$ cat src/rtl/datamem_arbiter_pkg.sv
// Shared types and default sizes for the data-memory arbiter.
// Imported by the interface, the round-robin picker and the top level.
package datamem_arbiter_pkg;

  localparam int ADDR_W_DEF  = 11;
  localparam int DATA_W_DEF  = 256;
  localparam int MEM_LAT_DEF = 2;
  localparam int CNT_W       = 4;

  typedef enum logic [1:0] {
    ST_IDLE   = 2'd0,
    ST_ACCESS = 2'd1,
    ST_RESP   = 2'd2
  } state_e;

  typedef logic             port_id_t;
  typedef logic [CNT_W-1:0] cnt_t;

endpackage

$ cat src/rtl/datamem_arbiter_if.sv
// Requester and memory-side bundle of the data-memory arbiter.
// The arbiter takes the slave view; requesters and the memory model take the master view.
interface datamem_arbiter_if
  import datamem_arbiter_pkg::*;
#(
  parameter int ADDR_W = ADDR_W_DEF,
  parameter int DATA_W = DATA_W_DEF
);
  logic              p0_req,   p1_req;
  logic              p0_we,    p1_we;
  logic [ADDR_W-1:0] p0_addr,  p1_addr;
  logic [DATA_W-1:0] p0_wdata, p1_wdata;
  logic              p0_ack,   p1_ack;
  logic [DATA_W-1:0] p0_rdata, p1_rdata;
  logic [ADDR_W-1:0] mem_addr;
  logic [DATA_W-1:0] mem_wdata;
  logic              mem_read;
  logic              mem_write;
  logic [DATA_W-1:0] mem_rdata;
  logic              busy;

  modport slave (
    input  p0_req, p1_req, p0_we, p1_we, p0_addr, p1_addr, p0_wdata, p1_wdata, mem_rdata,
    output p0_ack, p1_ack, p0_rdata, p1_rdata, mem_addr, mem_wdata, mem_read, mem_write, busy
  );

  modport master (
    output p0_req, p1_req, p0_we, p1_we, p0_addr, p1_addr, p0_wdata, p1_wdata, mem_rdata,
    input  p0_ack, p1_ack, p0_rdata, p1_rdata, mem_addr, mem_wdata, mem_read, mem_write, busy
  );
endinterface

$ cat src/rtl/datamem_arbiter_rr_arbiter2.sv
// Combinational two-way round-robin pick: a lone request wins outright,
// a tie goes to the port that was not granted last.
module rr_arbiter2
  import datamem_arbiter_pkg::*;
(
  input  logic [1:0] req,
  input  port_id_t   last_grant,
  output port_id_t   grant_id,
  output logic       grant_valid
);

  always_comb begin
    grant_valid = |req;
    grant_id    = 1'b0;
    case (req)
      2'b01:   grant_id = 1'b0;
      2'b10:   grant_id = 1'b1;
      2'b11:   grant_id = ~last_grant;
      default: grant_id = 1'b0;
    endcase
  end

endmodule

$ cat src/rtl/datamem_arbiter.sv
// Shares one data memory between two requesters: round-robin grant in IDLE,
// MEM_LAT cycles of memory access, then a one-cycle ack with registered read data.
module datamem_arbiter
  import datamem_arbiter_pkg::*;
#(
  parameter int ADDR_W  = ADDR_W_DEF,
  parameter int DATA_W  = DATA_W_DEF,
  parameter int MEM_LAT = MEM_LAT_DEF
)(
  input logic             clock,
  input logic             reset,
  datamem_arbiter_if.slave bus
);

  localparam cnt_t CNT_LAST = cnt_t'(MEM_LAT - 1);

  state_e            state_q,     state_d;
  cnt_t              cnt_q,       cnt_d;
  port_id_t          last_grant_q, last_grant_d;
  port_id_t          port_q,      port_d;
  logic              we_q,        we_d;
  logic [ADDR_W-1:0] mem_addr_q,  mem_addr_d;
  logic [DATA_W-1:0] mem_wdata_q, mem_wdata_d;
  logic              mem_read_q,  mem_read_d;
  logic              mem_write_q, mem_write_d;
  logic              busy_q,      busy_d;
  logic              p0_ack_q,    p0_ack_d;
  logic              p1_ack_q,    p1_ack_d;
  logic [DATA_W-1:0] p0_rdata_q,  p0_rdata_d;
  logic [DATA_W-1:0] p1_rdata_q,  p1_rdata_d;

  logic [1:0] req;
  port_id_t   grant_id;
  logic       grant_valid;

  assign req = {bus.p1_req, bus.p0_req};

  rr_arbiter2 u_rr (
    .req         (req),
    .last_grant  (last_grant_q),
    .grant_id    (grant_id),
    .grant_valid (grant_valid)
  );

  // Memory outputs are registered from the next state, so the address/data
  // latch doubles as the value held on the bus in IDLE and RESP.
  always_comb begin
    state_d      = state_q;
    cnt_d        = cnt_q;
    last_grant_d = last_grant_q;
    port_d       = port_q;
    we_d         = we_q;
    mem_addr_d   = mem_addr_q;
    mem_wdata_d  = mem_wdata_q;
    mem_read_d   = 1'b0;
    mem_write_d  = 1'b0;
    p0_ack_d     = 1'b0;
    p1_ack_d     = 1'b0;
    p0_rdata_d   = p0_rdata_q;
    p1_rdata_d   = p1_rdata_q;
    case (state_q)
      ST_IDLE: begin
        if (grant_valid) begin
          state_d      = ST_ACCESS;
          cnt_d        = '0;
          port_d       = grant_id;
          last_grant_d = grant_id;
          if (grant_id == 1'b1) begin
            we_d        = bus.p1_we;
            mem_addr_d  = bus.p1_addr;
            mem_wdata_d = bus.p1_wdata;
          end else begin
            we_d        = bus.p0_we;
            mem_addr_d  = bus.p0_addr;
            mem_wdata_d = bus.p0_wdata;
          end
          mem_read_d  = ~we_d;
          mem_write_d = we_d;
        end else begin
          state_d = ST_IDLE;
        end
      end
      ST_ACCESS: begin
        cnt_d = cnt_q + cnt_t'(1);
        if (cnt_q == CNT_LAST) begin
          state_d = ST_RESP;
          if (port_q == 1'b1) begin
            p1_ack_d = 1'b1;
            if (!we_q) p1_rdata_d = bus.mem_rdata;
          end else begin
            p0_ack_d = 1'b1;
            if (!we_q) p0_rdata_d = bus.mem_rdata;
          end
        end else begin
          state_d    = ST_ACCESS;
          mem_read_d = ~we_q;
        end
      end
      ST_RESP: state_d = ST_IDLE;
      default: state_d = ST_IDLE;
    endcase
    busy_d = (state_d != ST_IDLE);
  end

  always_ff @(posedge clock or posedge reset) begin
    if (reset) begin
      state_q      <= ST_IDLE;
      cnt_q        <= '0;
      last_grant_q <= 1'b1;
      port_q       <= 1'b0;
      we_q         <= 1'b0;
      mem_addr_q   <= '0;
      mem_wdata_q  <= '0;
      mem_read_q   <= 1'b0;
      mem_write_q  <= 1'b0;
      busy_q       <= 1'b0;
      p0_ack_q     <= 1'b0;
      p1_ack_q     <= 1'b0;
      p0_rdata_q   <= '0;
      p1_rdata_q   <= '0;
    end else begin
      state_q      <= state_d;
      cnt_q        <= cnt_d;
      last_grant_q <= last_grant_d;
      port_q       <= port_d;
      we_q         <= we_d;
      mem_addr_q   <= mem_addr_d;
      mem_wdata_q  <= mem_wdata_d;
      mem_read_q   <= mem_read_d;
      mem_write_q  <= mem_write_d;
      busy_q       <= busy_d;
      p0_ack_q     <= p0_ack_d;
      p1_ack_q     <= p1_ack_d;
      p0_rdata_q   <= p0_rdata_d;
      p1_rdata_q   <= p1_rdata_d;
    end
  end

  assign bus.p0_ack    = p0_ack_q;
  assign bus.p1_ack    = p1_ack_q;
  assign bus.p0_rdata  = p0_rdata_q;
  assign bus.p1_rdata  = p1_rdata_q;
  assign bus.mem_addr  = mem_addr_q;
  assign bus.mem_wdata = mem_wdata_q;
  assign bus.mem_read  = mem_read_q;
  assign bus.mem_write = mem_write_q;
  assign bus.busy      = busy_q;

endmodule

$ cat src/flat_wrapper.sv
// flat-port wrapper written by rule: the top's interface ports become plain ports
module datamem_arbiter_flat import datamem_arbiter_pkg::*;
#(
  parameter int ADDR_W  = ADDR_W_DEF,
  parameter int DATA_W  = DATA_W_DEF,
  parameter int MEM_LAT = MEM_LAT_DEF
)
  (clock, reset, bus_p0_req, bus_p1_req, bus_p0_we, bus_p1_we, bus_p0_addr, bus_p1_addr, bus_p0_wdata, bus_p1_wdata, bus_mem_rdata, bus_p0_ack, bus_p1_ack, bus_p0_rdata, bus_p1_rdata, bus_mem_addr, bus_mem_wdata, bus_mem_read, bus_mem_write, bus_busy);
  datamem_arbiter_if #(.ADDR_W(ADDR_W), .DATA_W(DATA_W)) bus_i ();
  input logic clock;
  input logic reset;
  input wire logic [$bits(bus_i.p0_req)-1:0] bus_p0_req;
  input wire logic [$bits(bus_i.p1_req)-1:0] bus_p1_req;
  input wire logic [$bits(bus_i.p0_we)-1:0] bus_p0_we;
  input wire logic [$bits(bus_i.p1_we)-1:0] bus_p1_we;
  input wire logic [$bits(bus_i.p0_addr)-1:0] bus_p0_addr;
  input wire logic [$bits(bus_i.p1_addr)-1:0] bus_p1_addr;
  input wire logic [$bits(bus_i.p0_wdata)-1:0] bus_p0_wdata;
  input wire logic [$bits(bus_i.p1_wdata)-1:0] bus_p1_wdata;
  input wire logic [$bits(bus_i.mem_rdata)-1:0] bus_mem_rdata;
  output wire logic [$bits(bus_i.p0_ack)-1:0] bus_p0_ack;
  output wire logic [$bits(bus_i.p1_ack)-1:0] bus_p1_ack;
  output wire logic [$bits(bus_i.p0_rdata)-1:0] bus_p0_rdata;
  output wire logic [$bits(bus_i.p1_rdata)-1:0] bus_p1_rdata;
  output wire logic [$bits(bus_i.mem_addr)-1:0] bus_mem_addr;
  output wire logic [$bits(bus_i.mem_wdata)-1:0] bus_mem_wdata;
  output wire logic [$bits(bus_i.mem_read)-1:0] bus_mem_read;
  output wire logic [$bits(bus_i.mem_write)-1:0] bus_mem_write;
  output wire logic [$bits(bus_i.busy)-1:0] bus_busy;
  assign bus_i.p0_req = bus_p0_req;
  assign bus_i.p1_req = bus_p1_req;
  assign bus_i.p0_we = bus_p0_we;
  assign bus_i.p1_we = bus_p1_we;
  assign bus_i.p0_addr = bus_p0_addr;
  assign bus_i.p1_addr = bus_p1_addr;
  assign bus_i.p0_wdata = bus_p0_wdata;
  assign bus_i.p1_wdata = bus_p1_wdata;
  assign bus_i.mem_rdata = bus_mem_rdata;
  assign bus_p0_ack = bus_i.p0_ack;
  assign bus_p1_ack = bus_i.p1_ack;
  assign bus_p0_rdata = bus_i.p0_rdata;
  assign bus_p1_rdata = bus_i.p1_rdata;
  assign bus_mem_addr = bus_i.mem_addr;
  assign bus_mem_wdata = bus_i.mem_wdata;
  assign bus_mem_read = bus_i.mem_read;
  assign bus_mem_write = bus_i.mem_write;
  assign bus_busy = bus_i.busy;
  datamem_arbiter #(.ADDR_W(ADDR_W), .DATA_W(DATA_W), .MEM_LAT(MEM_LAT)) u_core (.clock(clock), .reset(reset), .bus(bus_i));
endmodule
$ cat config.mk
export PLATFORM = sky130hd
export DESIGN_NAME = datamem_arbiter_flat
export DESIGN_NICKNAME = d
export VERILOG_FILES = /design/src/rtl/datamem_arbiter_pkg.sv /design/src/rtl/datamem_arbiter_if.sv /design/src/rtl/datamem_arbiter_rr_arbiter2.sv /design/src/rtl/datamem_arbiter.sv /design/src/flat_wrapper.sv
export SDC_FILE = /design/constraint.sdc
export NUM_CORES = 1
export LEC_CHECK = 0
export ABC_AREA = 1
export CORE_AREA = 2 2 607 609
export CTS_CLUSTER_SIZE = 14
export DETAILED_ROUTE_END_ITERATION = 8
export DIE_AREA = 0 0 609 611
export PLACE_DENSITY_LB_ADDON = 0.3
export SLEW_MARGIN = 30
export SYNTH_ARGS = -nofsm -noshare
export SYNTH_HDL_FRONTEND = slang
export SYNTH_SLANG_ARGS = --single-unit
$ cat constraint.sdc
create_clock -name clock -period 37.4 [get_ports clock]
set_input_delay 7.48 -clock clock [delete_from_list [all_inputs] [get_ports clock]]
set_output_delay 7.48 -clock clock [all_outputs]
set_load 0.05 [all_outputs]
==> metrics.md <==
| Metric | Value |
|---|---|
| Vias post-DR | 37,590 |
| H-Tree Level Count | 3 |
| Net count after synthesis | 5,110 |
| Largest net degree at the start of global routing | 155 |
| Initial drt markers | 3,494 |
| Drt pass-1 iters | 6 |
| CP endpoint kind | asynchronous set/reset pin |
| Most frequent cells after synthesis | nand2_1, dfrtp_1, o21ai_0 |
| CTS max path bufs | 4 |
| Num CTS Buffers | 110 |
| Post-synthesis sequential element count | 793 |
| RR Startpoint | u_core.cnt_q[1] |
| Drc violations | 0 |
| Max IR drop VDD | 0.06766 mV |
| Total GRT Usage | 0.1519 |
| RSZ-0062 raised after global routing | false |
| Final nets | 6,537 |
| Clock slew at reported path FFs | 60 ps |
| Status | completed |
| Wire per inst | 27.57 um |
| CP arrival | 12,760 ps |
| Worst-Skew Late Latency | 850 ps |
| Post-Route WL | 294,700 um |
| Critical path class | in -> async |
| Pins Over Slew Limit | 0 |
| Top cells by area, synth | dfrtp_1, nand2_1, o21ai_0 |
| Layout Utilization | 0.1632 |
| Post-synth ARST share | 1.000 |
| Post-synthesis cell type count | 20 |
| Std-Cell Rows | 222 |
| I/O pins | 1,580 |
| Num Clock Sinks | 793 |
| Width of the die | 609 um |
| Worst Skew | 73.56 ps |
| Share of cells above drive strength 1 | 0.04702 |
| Seq/Total Area, Yosys | 0.5686 |
| PostCTS Resize Cnt | 0 |
| Synth top area share | 0.5679 |
| Max-Cap Viols | 0 |
| Biggest area consumer among synthesized cells | dfrtp_1 |
| Core area | 365,000 um^2 |
| Die footprint | 372,100 um^2 |
| Crit path max fanout | 88 |
| Max Clk Rate | 84.22 MHz |
| CP endpoint | u_core.bus.mem_wdata[118] |
| Setup Total Neg Slack | 0 ps |
| Cts hold-fix bufs | 0 |
| Global-route wire length before repair | 379,300 um |
| Top-count cell post-synth | nand2_1 |
| CTS Root Cell | clkbuf_16 |
| Post-Syn Area | 34,900 um^2 |
| Crit share post-route | 0.3175 |
| Slew margin rel. | 0.2544 |
| Port Buffers | 1,579 |
| Crit path required time | 38,280 ps |
| Global route overflow | 0 |
| Number of synthesized flops with an enable pin | 0 |
| CTS tree | yes |
| Worst-Margin Slew | 1118 ps |
| Setup Viol. Count Final | 0 |
| Hold Crit Class | reg -> reg |
| Flop2flop setup slack | 32,250 ps |
| Post-synthesis instance total | 4,312 |
| Routed Antenna Nets | 0 |
| DP Wirelength | 237,700 um |
| RD Place Congestion | 0.9423 |
| Static Leak | 25.63 nW |
| Vias per Instance | 3.516 |
| Crit path launch | reset |
| YS warnings | 0 |
| Worst R2R Path Depth | 9 |
| Layout overhead on the synthesized area | 70.70% |
| Top FF cell, synth | dfrtp_1 |
| Worst Setup Start Kind | input port |
| PD cells | 113.4 nW/um^2 |
| Setup Buffers After CTS | 0 |
| Vias in the first global route | 37,080 |
| Tmin final | 11,870 ps |
| Antenna violations before repair | 185 |
| Initial Utilization | 0.09562 |
| Syn avg cell area | 8.094 um^2 |
| Hold Vio Cnt, Final | 0 |
| Die height | 611 um |
| Reg2reg end | u_core.bus.p1_rdata[254] |
-- layout make-up --
type / count / area (um^2)
Antenna cell: 48 / 120.1
Clock buffer: 153 / 3154
Multi-Input combinational cell: 2923 / 12390
Sequential cell: 793 / 19850
Timing Repair Buffer: 1631 / 16320
Inverter: 280 / 1066
Tap cell: 4816 / 6026
Fill cell: 41500 / 305400
Clock inverter: 47 / 651.9
-- through the flow --
stage / cells / worst slack, ps / power, mW / hold slack, ps / instance area [um^2]
3_5_place_dp: 10440 / 23880 / 5.655 / 457.4 / 55480
4_1_cts: 10640 / 24840 / 6.836 / 472.2 / 59290
2_1_floorplan: 4312 / 7655 / 3.845 / 448.1 / 34900
3_3_place_gp: 10440 / 23970 / 5.648 / 454.2 / 55520
5_1_grt: 10680 / 24840 / 7.053 / 488.5 / 59550
6_report: 10690 / 25530 / 6.758 / 466.3 / 59580
-- worst max-delay path, stage by stage --
cell and delay, ps:
clkdlybuf4s50_1 500, inv_8 470, buf_4 780, buf_6 600, buf_4 400, buf_16 300, buf_4 640, buf_4 680
buf_4 660
-- power breakdown --
| group | switching (mW) | internal [mW] | total (mW) | leakage (nW) |
|---|---|---|---|---|
| clock network | 0.463 | 0.673 | 1.14 | 1.86 |
| logic | 2.91 | 1.05 | 3.96 | 14.3 |
| registers | 0.362 | 1.30 | 1.66 | 9.45 |
-- cells by family (layout without fill, tap and decap cells) --
logic type / Yosys count / after routing / synth area share
and+or+nand+nor: 2395 / 2395 / 0.2773
DFF: 793 / 793 / 0.5686
buffers and inverters: 596 / 2111 / 0.07790
AOI/OAI and AO/OA: 526 / 526 / 0.07543
adders and majority gates: 2 / 2 / 0.0007169
other: 0 / 48 / 0
-- layout by cell type (no fill, tap or decap), types with 4 or more instances in the layout --
cell type	synthesis	layout
nand2_1	1847	1846
clkdlybuf4s50_1	0	1556
dfrtp_1	792	792
o21ai_0	445	445
inv_1	276	275
nor2_1	273	272
nand4_1	257	257
clkbuf_16	0	110
o21ai_1	81	81
diode_2	0	48
buf_4	32	47
clkbuf_8	0	24
clkbuf_1	117	19
clkinv_2	0	18
bufinv_16	0	12
buf_2	133	11
nand3_1	9	8
clkinvlp_4	0	7
buf_16	0	6
buf_12	0	6
nor2_4	1	5
buf_6	26	4
-- worst min path at each step --
stage | startpoint | end | slack [ps] | depth (start not counted)
after detailed placement | u_core.bus.p0_rdata[224] | u_core.bus.p0_rdata[224] | 460 | 2
after CTS | u_core.bus.p0_rdata[224] | u_core.bus.p0_rdata[224] | 470 | 2
after global routing | u_core.bus.p0_rdata[60] | u_core.bus.p0_rdata[60] | 490 | 2
after floorplan | u_core.last_grant_q | u_core.last_grant_q | 450 | 2
after global placement | u_core.bus.p0_rdata[230] | u_core.bus.p0_rdata[230] | 450 | 2
final | u_core.bus.p0_rdata[169] | u_core.bus.p0_rdata[169] | 470 | 2
-- layer usage --
metal,wire length [um],global-route usage,vias up,share of wire
met5,532,0,-,0.0018
met4,13590,0.06001,80,0.046
met3,24720,0.05014,506,0.084
met2,143200,0.2586,1784,0.49
met1,112700,0.1748,18690,0.38
li1,-,-,16530,-
-- sequential cells by signal, summed over array words and instances, names as in the netlist --
register              count
u_core.bus.mem_read       1
u_core.bus.mem_write      1
u_core.state_q            2
u_core.bus.p0_ack         1
u_core.bus.busy           1
u_core.bus.p1_rdata     256
u_core.last_grant_q       1
u_core.bus.mem_addr      11
u_core.bus.mem_wdata    256
u_core.cnt_q              4
u_core.port_q             1
u_core.bus.p0_rdata     256
u_core.bus.p1_ack         1
u_core.we_q               1
Power figures use the tool's default switching activity.
